### src/rtl/mips_pkg.sv
// Purpose: shared types and constants for the MIPS execute stage and its mult/div unit.
// Latency: n/a (declarations only).
// Backpressure: n/a.
package mips_pkg;

    localparam int DATA_W  = 32;
    localparam int REG_AW  = 5;
    localparam int MD_ITER = 32;

    typedef enum logic [3:0] {
        ALU_ADD,
        ALU_SUB,
        ALU_AND,
        ALU_OR,
        ALU_XOR,
        ALU_NOR,
        ALU_SLT,
        ALU_SLL,
        ALU_SRL,
        ALU_SRA,
        ALU_MULT,
        ALU_MULTU,
        ALU_DIV,
        ALU_DIVU,
        ALU_MFHI,
        ALU_MFLO
    } alu_op_t;

    typedef enum logic {
        MD_IDLE,
        MD_BUSY
    } md_state_t;

    // True for the operations handled by the iterative HI/LO unit.
    function automatic logic is_muldiv(input alu_op_t op);
        return (op == ALU_MULT) || (op == ALU_MULTU) || (op == ALU_DIV) || (op == ALU_DIVU);
    endfunction

endpackage

### src/rtl/mul_div_unit.sv
// Purpose: iterative shift-add multiplier / restoring divider on magnitudes, owning HI/LO.
// Latency: MD_ITER cycles from the start edge; HI/LO update on the final busy edge.
// Backpressure: busy is high for the whole operation; start is ignored while busy.
module mul_div_unit #(
    parameter int DATA_W  = mips_pkg::DATA_W,
    parameter int MD_ITER = mips_pkg::MD_ITER
) (
    input  logic              clk,
    input  logic              rst,
    input  logic              start,
    input  logic [3:0]        op,
    input  logic [DATA_W-1:0] a,
    input  logic [DATA_W-1:0] b,
    output logic              busy,
    output logic [DATA_W-1:0] hi,
    output logic [DATA_W-1:0] lo
);
    import mips_pkg::*;

    localparam int CW = $clog2(MD_ITER);

    md_state_t           state, state_nxt;
    logic [CW-1:0]       cnt;
    logic [2*DATA_W-1:0] acc, acc_nxt, prod;
    logic [DATA_W-1:0]   bmag, amag, bmag_in, q_fix, r_fix;
    logic [DATA_W:0]     add_sum, rem_sh, trial;
    logic                is_div, neg_q, neg_r, b_zero;
    logic                sgn_op, a_neg, b_neg, last;
    alu_op_t             op_e;

    assign op_e    = alu_op_t'(op);
    assign sgn_op  = (op_e == ALU_MULT) || (op_e == ALU_DIV);
    assign a_neg   = sgn_op & a[DATA_W-1];
    assign b_neg   = sgn_op & b[DATA_W-1];
    assign amag    = a_neg ? -a : a;
    assign bmag_in = b_neg ? -b : b;
    assign busy    = (state == MD_BUSY);
    assign last    = busy && (cnt == CW'(MD_ITER - 1));

    // State register.
    always_ff @(posedge clk or negedge rst) begin
        if (!rst) state <= MD_IDLE;
        else      state <= state_nxt;
    end

    // Next state: leave IDLE on start, return after the final iteration.
    always_comb begin
        state_nxt = state;
        case (state)
            MD_IDLE: if (start) state_nxt = MD_BUSY;
            MD_BUSY: if (last)  state_nxt = MD_IDLE;
            default:            state_nxt = MD_IDLE;
        endcase
    end

    // One iteration step plus the sign-corrected results used on the final edge.
    // acc holds {partial product, multiplier} for multiply and {remainder, quotient} for divide.
    always_comb begin
        add_sum = {1'b0, acc[2*DATA_W-1:DATA_W]} + (acc[0] ? {1'b0, bmag} : '0);
        rem_sh  = {acc[2*DATA_W-1:DATA_W], acc[DATA_W-1]};
        trial   = rem_sh - {1'b0, bmag};
        if (is_div) begin
            if (trial[DATA_W]) acc_nxt = {rem_sh[DATA_W-1:0], acc[DATA_W-2:0], 1'b0};
            else               acc_nxt = {trial[DATA_W-1:0],  acc[DATA_W-2:0], 1'b1};
        end else begin
            acc_nxt = {add_sum, acc[DATA_W-1:1]};
        end
        prod  = neg_q ? -acc_nxt : acc_nxt;
        q_fix = b_zero ? '1 : (neg_q ? -acc_nxt[DATA_W-1:0] : acc_nxt[DATA_W-1:0]);
        r_fix = neg_r ? -acc_nxt[2*DATA_W-1:DATA_W] : acc_nxt[2*DATA_W-1:DATA_W];
    end

    // Datapath: load magnitudes and sign flags on start, iterate while busy, commit HI/LO last.
    always_ff @(posedge clk or negedge rst) begin
        if (!rst) begin
            cnt    <= '0;
            acc    <= '0;
            bmag   <= '0;
            is_div <= 1'b0;
            neg_q  <= 1'b0;
            neg_r  <= 1'b0;
            b_zero <= 1'b0;
            hi     <= '0;
            lo     <= '0;
        end else if (state == MD_IDLE) begin
            if (start) begin
                cnt    <= '0;
                acc    <= {{DATA_W{1'b0}}, amag};
                bmag   <= bmag_in;
                is_div <= (op_e == ALU_DIV) || (op_e == ALU_DIVU);
                neg_q  <= a_neg ^ b_neg;
                neg_r  <= a_neg;
                b_zero <= (b == '0);
            end
        end else begin
            cnt <= cnt + 1'b1;
            acc <= acc_nxt;
            if (last) begin
                if (is_div) begin
                    hi <= r_fix;
                    lo <= q_fix;
                end else begin
                    hi <= prod[2*DATA_W-1:DATA_W];
                    lo <= prod[DATA_W-1:0];
                end
            end
        end
    end

endmodule

### src/rtl/execute_stage.sv
// Purpose: MIPS execute stage: operand/destination muxes, ALU, HI/LO unit and EX/MEM register.
// Latency: 1 cycle for ALU ops; mult/div occupy the HI/LO unit for MD_ITER further cycles.
// Backpressure: stall_out holds ID/EX while the HI/LO unit is busy; bubbles are emitted meanwhile.
module execute_stage #(
    parameter int DATA_W  = mips_pkg::DATA_W,
    parameter int REG_AW  = mips_pkg::REG_AW,
    parameter int MD_ITER = mips_pkg::MD_ITER
) (
    input  logic              clk,
    input  logic              rst,
    input  logic              in_valid,
    input  logic              RegWrite,
    input  logic              MemtoReg,
    input  logic              MemWrite,
    input  logic              RegDst,
    input  logic              ALUSrc,
    input  logic [3:0]        ALUControl,
    input  logic [DATA_W-1:0] RD1,
    input  logic [DATA_W-1:0] RD2,
    input  logic [DATA_W-1:0] SignImm,
    input  logic [REG_AW-1:0] Rt,
    input  logic [REG_AW-1:0] Rd,
    output logic              stall_out,
    output logic              valid_out,
    output logic              RegWriteOut,
    output logic              MemtoRegOut,
    output logic              MemWriteOut,
    output logic [REG_AW-1:0] WriteRegOut,
    output logic [DATA_W-1:0] ALUResultOut,
    output logic [DATA_W-1:0] WriteDataOut
);
    import mips_pkg::*;

    alu_op_t           op;
    logic [DATA_W-1:0] src_b, alu_res, hi, lo;
    logic [4:0]        shamt;
    logic              accept, md_op, md_busy;

    assign op        = alu_op_t'(ALUControl);
    assign src_b     = ALUSrc ? SignImm : RD2;
    assign shamt     = SignImm[10:6];
    assign md_op     = is_muldiv(op);
    assign stall_out = md_busy;
    assign accept    = in_valid & ~stall_out;

    mul_div_unit #(
        .DATA_W  (DATA_W),
        .MD_ITER (MD_ITER)
    ) u_md (
        .clk   (clk),
        .rst   (rst),
        .start (accept & md_op),
        .op    (ALUControl),
        .a     (RD1),
        .b     (src_b),
        .busy  (md_busy),
        .hi    (hi),
        .lo    (lo)
    );

    // Single-cycle ALU; mult/div produce no ALU result of their own.
    always_comb begin
        alu_res = '0;
        case (op)
            ALU_ADD:  alu_res = RD1 + src_b;
            ALU_SUB:  alu_res = RD1 - src_b;
            ALU_AND:  alu_res = RD1 & src_b;
            ALU_OR:   alu_res = RD1 | src_b;
            ALU_XOR:  alu_res = RD1 ^ src_b;
            ALU_NOR:  alu_res = ~(RD1 | src_b);
            ALU_SLT:  alu_res = {{(DATA_W-1){1'b0}}, $signed(RD1) < $signed(src_b)};
            ALU_SLL:  alu_res = RD2 << shamt;
            ALU_SRL:  alu_res = RD2 >> shamt;
            ALU_SRA:  alu_res = $unsigned($signed(RD2) >>> shamt);
            ALU_MFHI: alu_res = hi;
            ALU_MFLO: alu_res = lo;
            default:  alu_res = '0;
        endcase
    end

    // EX/MEM register: load on accept, otherwise insert a bubble by clearing the controls.
    always_ff @(posedge clk or negedge rst) begin
        if (!rst) begin
            valid_out    <= 1'b0;
            RegWriteOut  <= 1'b0;
            MemtoRegOut  <= 1'b0;
            MemWriteOut  <= 1'b0;
            WriteRegOut  <= '0;
            ALUResultOut <= '0;
            WriteDataOut <= '0;
        end else if (accept) begin
            valid_out    <= 1'b1;
            RegWriteOut  <= RegWrite & ~md_op;
            MemtoRegOut  <= MemtoReg;
            MemWriteOut  <= MemWrite;
            WriteRegOut  <= RegDst ? Rd : Rt;
            ALUResultOut <= alu_res;
            WriteDataOut <= RD2;
        end else begin
            valid_out    <= 1'b0;
            RegWriteOut  <= 1'b0;
            MemtoRegOut  <= 1'b0;
            MemWriteOut  <= 1'b0;
        end
    end

endmodule

### config.mk
export PLATFORM = sky130hd
export DESIGN_NAME = execute_stage
export DESIGN_NICKNAME = d
export VERILOG_FILES = /design/src/rtl/mips_pkg.sv /design/src/rtl/mul_div_unit.sv /design/src/rtl/execute_stage.sv
export SDC_FILE = /design/constraint.sdc
export NUM_CORES = 1
export LEC_CHECK = 0
export BUFFER_PORTS_ARGS = -buffer_cell sky130_fd_sc_hd__buf_2
export CAP_MARGIN = 20
export CELL_PAD_IN_SITES_DETAIL_PLACEMENT = 1
export CELL_PAD_IN_SITES_GLOBAL_PLACEMENT = 2
export CORE_MARGIN = 3
export CORE_UTILIZATION = 30
export CTS_CLUSTER_SIZE = 16
export DETAILED_ROUTE_END_ITERATION = 16
export PLACE_DENSITY_LB_ADDON = 0.12
export SYNTH_ARGS = -nofsm -noshare
export SYNTH_HDL_FRONTEND = slang
export SYNTH_SLANG_ARGS = --single-unit
export TNS_END_PERCENT = 100
### constraint.sdc
create_clock -name clk -period 5.3 [get_ports clk]
set_input_delay 0.795 -clock clk [delete_from_list [all_inputs] [get_ports clk]]
set_output_delay 0.795 -clock clk [all_outputs]
set_load 0.01 [all_outputs]
# Yosys cells after proc, flatten, opt, wreduce, memory -nomap -nowiden
# Cells that the tools add are included.
# Widths: inputs -> output; s select.
# classes
order_cmp	1
n_reduce_logical	11
shift	3
addsub	10
n_eq_ne	16
muxes	25
bitwise_logic	12
# op_table
cell	count
$pmux 32 s12	1
$mux 64	5
$mux 32	9
$neg 32->32	4
$neg 64->64	1
$add 32x33->33	1
$sub 33x32->33	1
$add 32x32->32	1
$and 32x32->32	1
$eq 4x4->1 const B	8
$logic_not 32->1	1
$lt 32x32->1	1
$not 32->32	1
$or 32x32->32	1
$shl 32x5->32	1
$shr 32x5->32	1
$sshr 32x5->32	1
$sub 32x32->32	1
$xor 32x32->32	1
$eq 4x3->1 const B	4
$mux 5	3
$eq 4x2->1 const B	2
$mux 1	6
$add 5x1->5 const B	1
other kinds (11)	21
# totals
word_cells	95
inputBits	118
ff_bits	243
out_inout_bits	74

# Depth between registers and ports, before layout
# depth
word_depth	7
mapped_depth	22

# Hierarchy
# A second synthesis with hierarchy kept.
# unflattened
cells_unflattened	3660
area_unflattened_um2	28104.5
# by_module_without_submodules
module	instances	area_per_inst_um2	cells_each
mul_div_unit	1	15413.5	1988
execute_stage	1	12690.9	1672

# Least setup slack after synthesis
# OpenSTA, ideal clock, no wires.
# synth_timing
path_kind	in2reg
startpoint	input ALUSrc
endpoint	register ALUResultOut[27]
arrival_ps	5277
cell_stages	18
setup_slack_ps	-95
setup_time_ps	118
n_path_buf	4
cell_sequence	clkbuf_1 clkbuf_1 clkbuf_1 buf_1 mux2i_1 ha_1 inv_1 o22a_1 a31oi_1 o211ai_1 a211oi_1 a211oi_1 nor2_1 o31ai_1 a221oi_1 a221o_1 a21oi_1 nor2_1
# synth_between
elab_chain_len	4
# synth_rtl
element	line	source
from (decl)	execute_stage.sv:16	input logic ALUSrc,
$mux 32 (*)	execute_stage.sv:40	assign src_b = ALUSrc ? SignImm : RD2;
parallel branches: the longest is 2 deep, another holds $sub 32x32->32	--	
$pmux 32 s12 (*)	execute_stage.sv:64	case (op)
to (signal assigned)	execute_stage.sv:97	ALUResultOut <= alu_res;
to (decl)	execute_stage.sv:29	output logic [DATA_W-1:0] ALUResultOut,
# Every way passes the cells marked *.
# A chain may end at the register's enable or synchronous reset.

# Final worst setup path
# layout_timing
startpoint	register u_md.bmag[19]
endpoint	register u_md.hi[22]
# layout_between
elab_chain_len	6
# layout_rtl
element	line	source
from (decl)	mul_div_unit.sv:25	logic [DATA_W-1:0] bmag, amag, bmag_in, q_fix, r_fix;
from (signal assigned)	mul_div_unit.sv:89	bmag <= bmag_in;
$sub 33x32->33 or $mux 32 (tied branches)	mul_div_unit.sv:61, mul_div_unit.sv:59	
$mux 64 or $add 32x33->33 (tied branches)	mul_div_unit.sv:63, mul_div_unit.sv:59	
$mux 64 (*)	mul_div_unit.sv:62	if (is_div) begin
$neg 64->64 or $neg 32->32 (tied branches)	mul_div_unit.sv:68, mul_div_unit.sv:70	
$mux 64 or $mux 32 (tied branches)	mul_div_unit.sv:68, mul_div_unit.sv:70	
$mux 32 (*)	mul_div_unit.sv:99	if (is_div) begin
to (signal assigned)	mul_div_unit.sv:100	hi <= r_fix;
to (signal assigned)	mul_div_unit.sv:103	hi <= prod[2*DATA_W-1:DATA_W];
to (decl)	mul_div_unit.sv:15	output logic [DATA_W-1:0] hi,
# Every way passes the cells marked *; elsewhere a longest branch is shown, timed or not.

==> flow_summary.toml <==
[power_and_ir_drop]
power.share.clock = 0.131
p_sw_mw = 10.53
power_density_mw_per_mm2 = 650.6
p_seq_frac = 0.175
p_leak_nw = 13.58
ir_worst_vdd_v = 0.0003011
pwr-share-comb = 0.693
swShare = 0.5267
p_int_mw = 9.456

[global_route]
grt_usage = 0.3042
grt_first_pass_wirelength_um = 206100
grt_pass1_vias = 29620
grt_max_degree = 91
antenna_found_initial = 6
grt.overflow.total = 0

[setup_path]
path_class = "flop to flop"
worstReg2RegEnd = "u_md.hi[22]$_DFFE_PN0P_"
r2r-start = "u_md.bmag[19]$_DFFE_PN0P_"
crit_fanout = 6
reg2reg_setup_slack_ns = 0.21
worstPathCellList = "inv_1, ha_1, a211oi_4, o211ai_2, o31a_1, or3_4, o211ai_4, nor2_4, a21oi_2, ha_1, nand3_1, or2_2, or3_1, or3_4, nor4_2, o22ai_2, buf_4, o21ai_1, xnor2_1, o21ai_1"
required_ns = 5.75
worstPathArrival_ns = 5.54
slowest_delay_ns = 0.46
worstRegToRegCells = 20
slowest_stage = "or3_4"
startpoint_type = "flop"
endpoint_kind = "flop"

[sta]
max_freq_ghz = 0.1966
fin_hold_ws_ns = 0.2177
period_needed_ns = 5.086
slew_headroom = 0.1823
rsz0062_at_grt = "true"
tightest_slew_ns = 1.196
slew_violations = 0
period_share = 0.9596
finalClockSkew_ns = 0.01975
hold_violations = 0
setup_violations = 0
fin_setup_tns_ns = 0

[layout]
finalInstanceArea_mm2 = 0.03071
fin_cells = 4876
area_growth_syn_to_layout_pct = 18.75
nFillCells = 10490
fin_util = 0.3601
final_nets = 3993
drive_above_1_share = 0.1711

[yosys]
synth-edff-count = 0
synth_nets = 3735
postSynthCellCount = 3446
netlist_area_mm2 = 0.02586
yosys_warnings = 0
async_flop_share = 1.000
ys.flop_type = "dfrtp_1"
synth.ff_latch_count = 243
avgSynthCellArea_um2 = 7.505
seq_area_frac_synth = 0.2351
synth.distinct_cells = 91

[clock_network]
path_clk_slew_ns = 0.07
clock-sinks = 243
clock_path_buffers = 3
cts_htree_levels = 2
cts-root-buf = "clkbuf_16"
hold_buffers = 0
cts_tree = "built"
numCtsBuffers = 36
worstSkewPairLatency_ns = 0.57

[die]
chipWidth_um = 299.6
start_util = 0.3033
die-area_mm2 = 0.08977
die_h_um = 299.6
io_pins = 192
core_area_mm2 = 0.08528
core.rowCount = 107

[flow_run]
cap_violations = 0

[place]
io_buffers = 191
placed_cells = 4809
post_dp_cell_area_mm2 = 0.02940
dp_hpwl_um = 112300
place.gp.congestion = 0.9504

[routing]
routed_wirelength_um = 140300
wire_per_inst_um = 28.76
vias = 28670
drt_iter0_markers = 2366
drc = 0
ant_nets = 0
first_pass_iters = 6
viasPerCell = 5.879

[status]
status = "finished, final reports clean"

[hold_path]
hp-class = "input port to async pin"
power by group through the flow:
stage	Clock, mW	Sequential (mW)	Combinational [mW]
floorplan	0	3.26	7.89
global placement	0	3.48	13.4
detailed placement	0	3.51	13.6
CTS	2.69	3.49	13.7
global route	2.75	3.60	15.0
finish	2.62	3.51	13.9
state kept, by name, indices dropped and copies added, names as in the netlist:
name and cells:
ALUResultOut 32, MemWriteOut 1, MemtoRegOut 1, RegWriteOut 1
WriteDataOut 32, WriteRegOut 5, u_md.acc 64, u_md.b_zero 1
u_md.bmag 32, u_md.busy 1, u_md.cnt 5, u_md.hi 32
u_md.is_div 1, u_md.lo 32, u_md.neg_q 1, u_md.neg_r 1
valid_out 1
logic make-up (layout without fill, tap and decap cells):
group           Yosys count  count (layout)  synth area share
compound gates         1149            1149            0.2850
simple gates           1145            1145            0.1998
buf+inv                 389             672           0.05743
flops                   243             243            0.2351
mux                     179             179           0.08118
fa+ha+maj               171             171           0.08389
xor+xnor                170             170           0.05757
other cells               0               3                 0
routing by layer:
metal | share of wire | global-route usage | up-vias
met2 | 0.47 | 0.5080 | 850
met5 | 0.00016 | 0 | -
met3 | 0.044 | 0.03324 | 250
met1 | 0.44 | 0.4021 | 14540
met4 | 0.044 | 0.1192 | 4
li1 | - | - | 13030
worst max path at each step:
stage	slack, ns	cells past startpoint	end	from
2_1_floorplan	0.05	18	ALUResultOut[27]$_DFFE_PN0P_	ALUSrc
3_3_place_gp	0.11	20	u_md.hi[22]$_DFFE_PN0P_	u_md.bmag[19]$_DFFE_PN0P_
3_5_place_dp	0.01	20	u_md.hi[22]$_DFFE_PN0P_	u_md.bmag[19]$_DFFE_PN0P_
4_1_cts	0.008	20	u_md.hi[22]$_DFFE_PN0P_	u_md.bmag[19]$_DFFE_PN0P_
5_1_grt	-0.03	20	u_md.hi[30]$_DFFE_PN0P_	u_md.acc[31]$_DFFE_PN0P_
6_report	0.21	20	u_md.hi[22]$_DFFE_PN0P_	u_md.bmag[19]$_DFFE_PN0P_
timing repair:
item                       4_1_cts  5_1_grt
pin swaps                        0        3
gates resized for setup          3       17
buffers inserted                 0        1
setup endpoints to repair        2       23
Yosys cell counts, types with 10 or more instances:
cell	instances	area share
a2111oi_0	10	0.0034
a211oi_1	29	0.0084
a21o_1	45	0.013
a21oi_1	272	0.053
a221o_1	11	0.0043
a221oi_1	32	0.011
a222oi_1	15	0.0058
a22oi_1	53	0.015
a31oi_1	45	0.011
and2_1	46	0.011
and3_1	21	0.0051
buf_1	32	0.0046
clkbuf_1	178	0.026
dfrtp_1	243	0.24
ha_1	167	0.081
inv_1	163	0.024
mux2_2	36	0.016
mux2i_1	122	0.047
mux4_2	21	0.018
nand2_1	425	0.062
nand2b_1	32	0.0077
nand3_1	73	0.014
nand4_1	33	0.0080
nor2_1	326	0.047
nor2b_1	15	0.0036
nor3_1	79	0.015
nor4_1	22	0.0053
o2111ai_1	11	0.0037
o211a_1	10	0.0039
o211ai_1	43	0.012
o21a_1	26	0.0075
o21ai_0	330	0.064
o21bai_1	29	0.0084
o221ai_1	15	0.0051
o22a_1	15	0.0051
o22ai_1	34	0.0082
o31ai_1	33	0.0096
or2_2	20	0.0048
or3_1	26	0.0063
xnor2_1	125	0.042
xor2_1	45	0.015
stage by stage:
stage,worst slack [ns],power [mW]
after global routing,-0.03234,21.32
after floorplan,0.04877,11.15
after detailed placement,0.01103,17.07
after global placement,0.1102,16.90
after CTS,0.007939,19.87
final,0.2143,19.98
worst max-delay path: cells and delay by family (launching register included):
kind                     cells  cell delay, ns
AO/OA/AOI/OAI                8            1.57
XOR/XNOR                     1            0.14
adder cells (fa/ha/maj)      2            0.52
buffers and inverters        2            0.23
flip-flops                   1            0.35
AND/OR/NAND/NOR              7            2.13
layout by cell type, fill, tap and decap left out, types with 45 or more instances in the layout:
master / instances
a21o_1: 45
buf_4: 247
a21oi_1: 269
and2_1: 45
nor2_1: 323
xnor2_1: 125
o21ai_0: 329
nand2_1: 423
inv_1: 162
nor3_1: 73
mux2i_1: 122
nand3_1: 72
xor2_1: 45
ha_1: 167
dfrtp_1: 241
buf_2: 191
a22oi_1: 53
area by class of cell:
class,instances,area (µm²),area share
Sequential cell,243,6086,0.1982
Clock inverter,16,193.9,0.006315
Antenna cell,3,7.507,0.0002444
Tap cell,1144,1431,0.04661
Timing Repair Buffer,443,2897,0.09431
Inverter,166,624.3,0.02033
Multi-Input combinational cell,2814,18450,0.6007
Clock buffer,47,1023,0.03333
No activity file was read; power rests on OpenSTA's default activity.
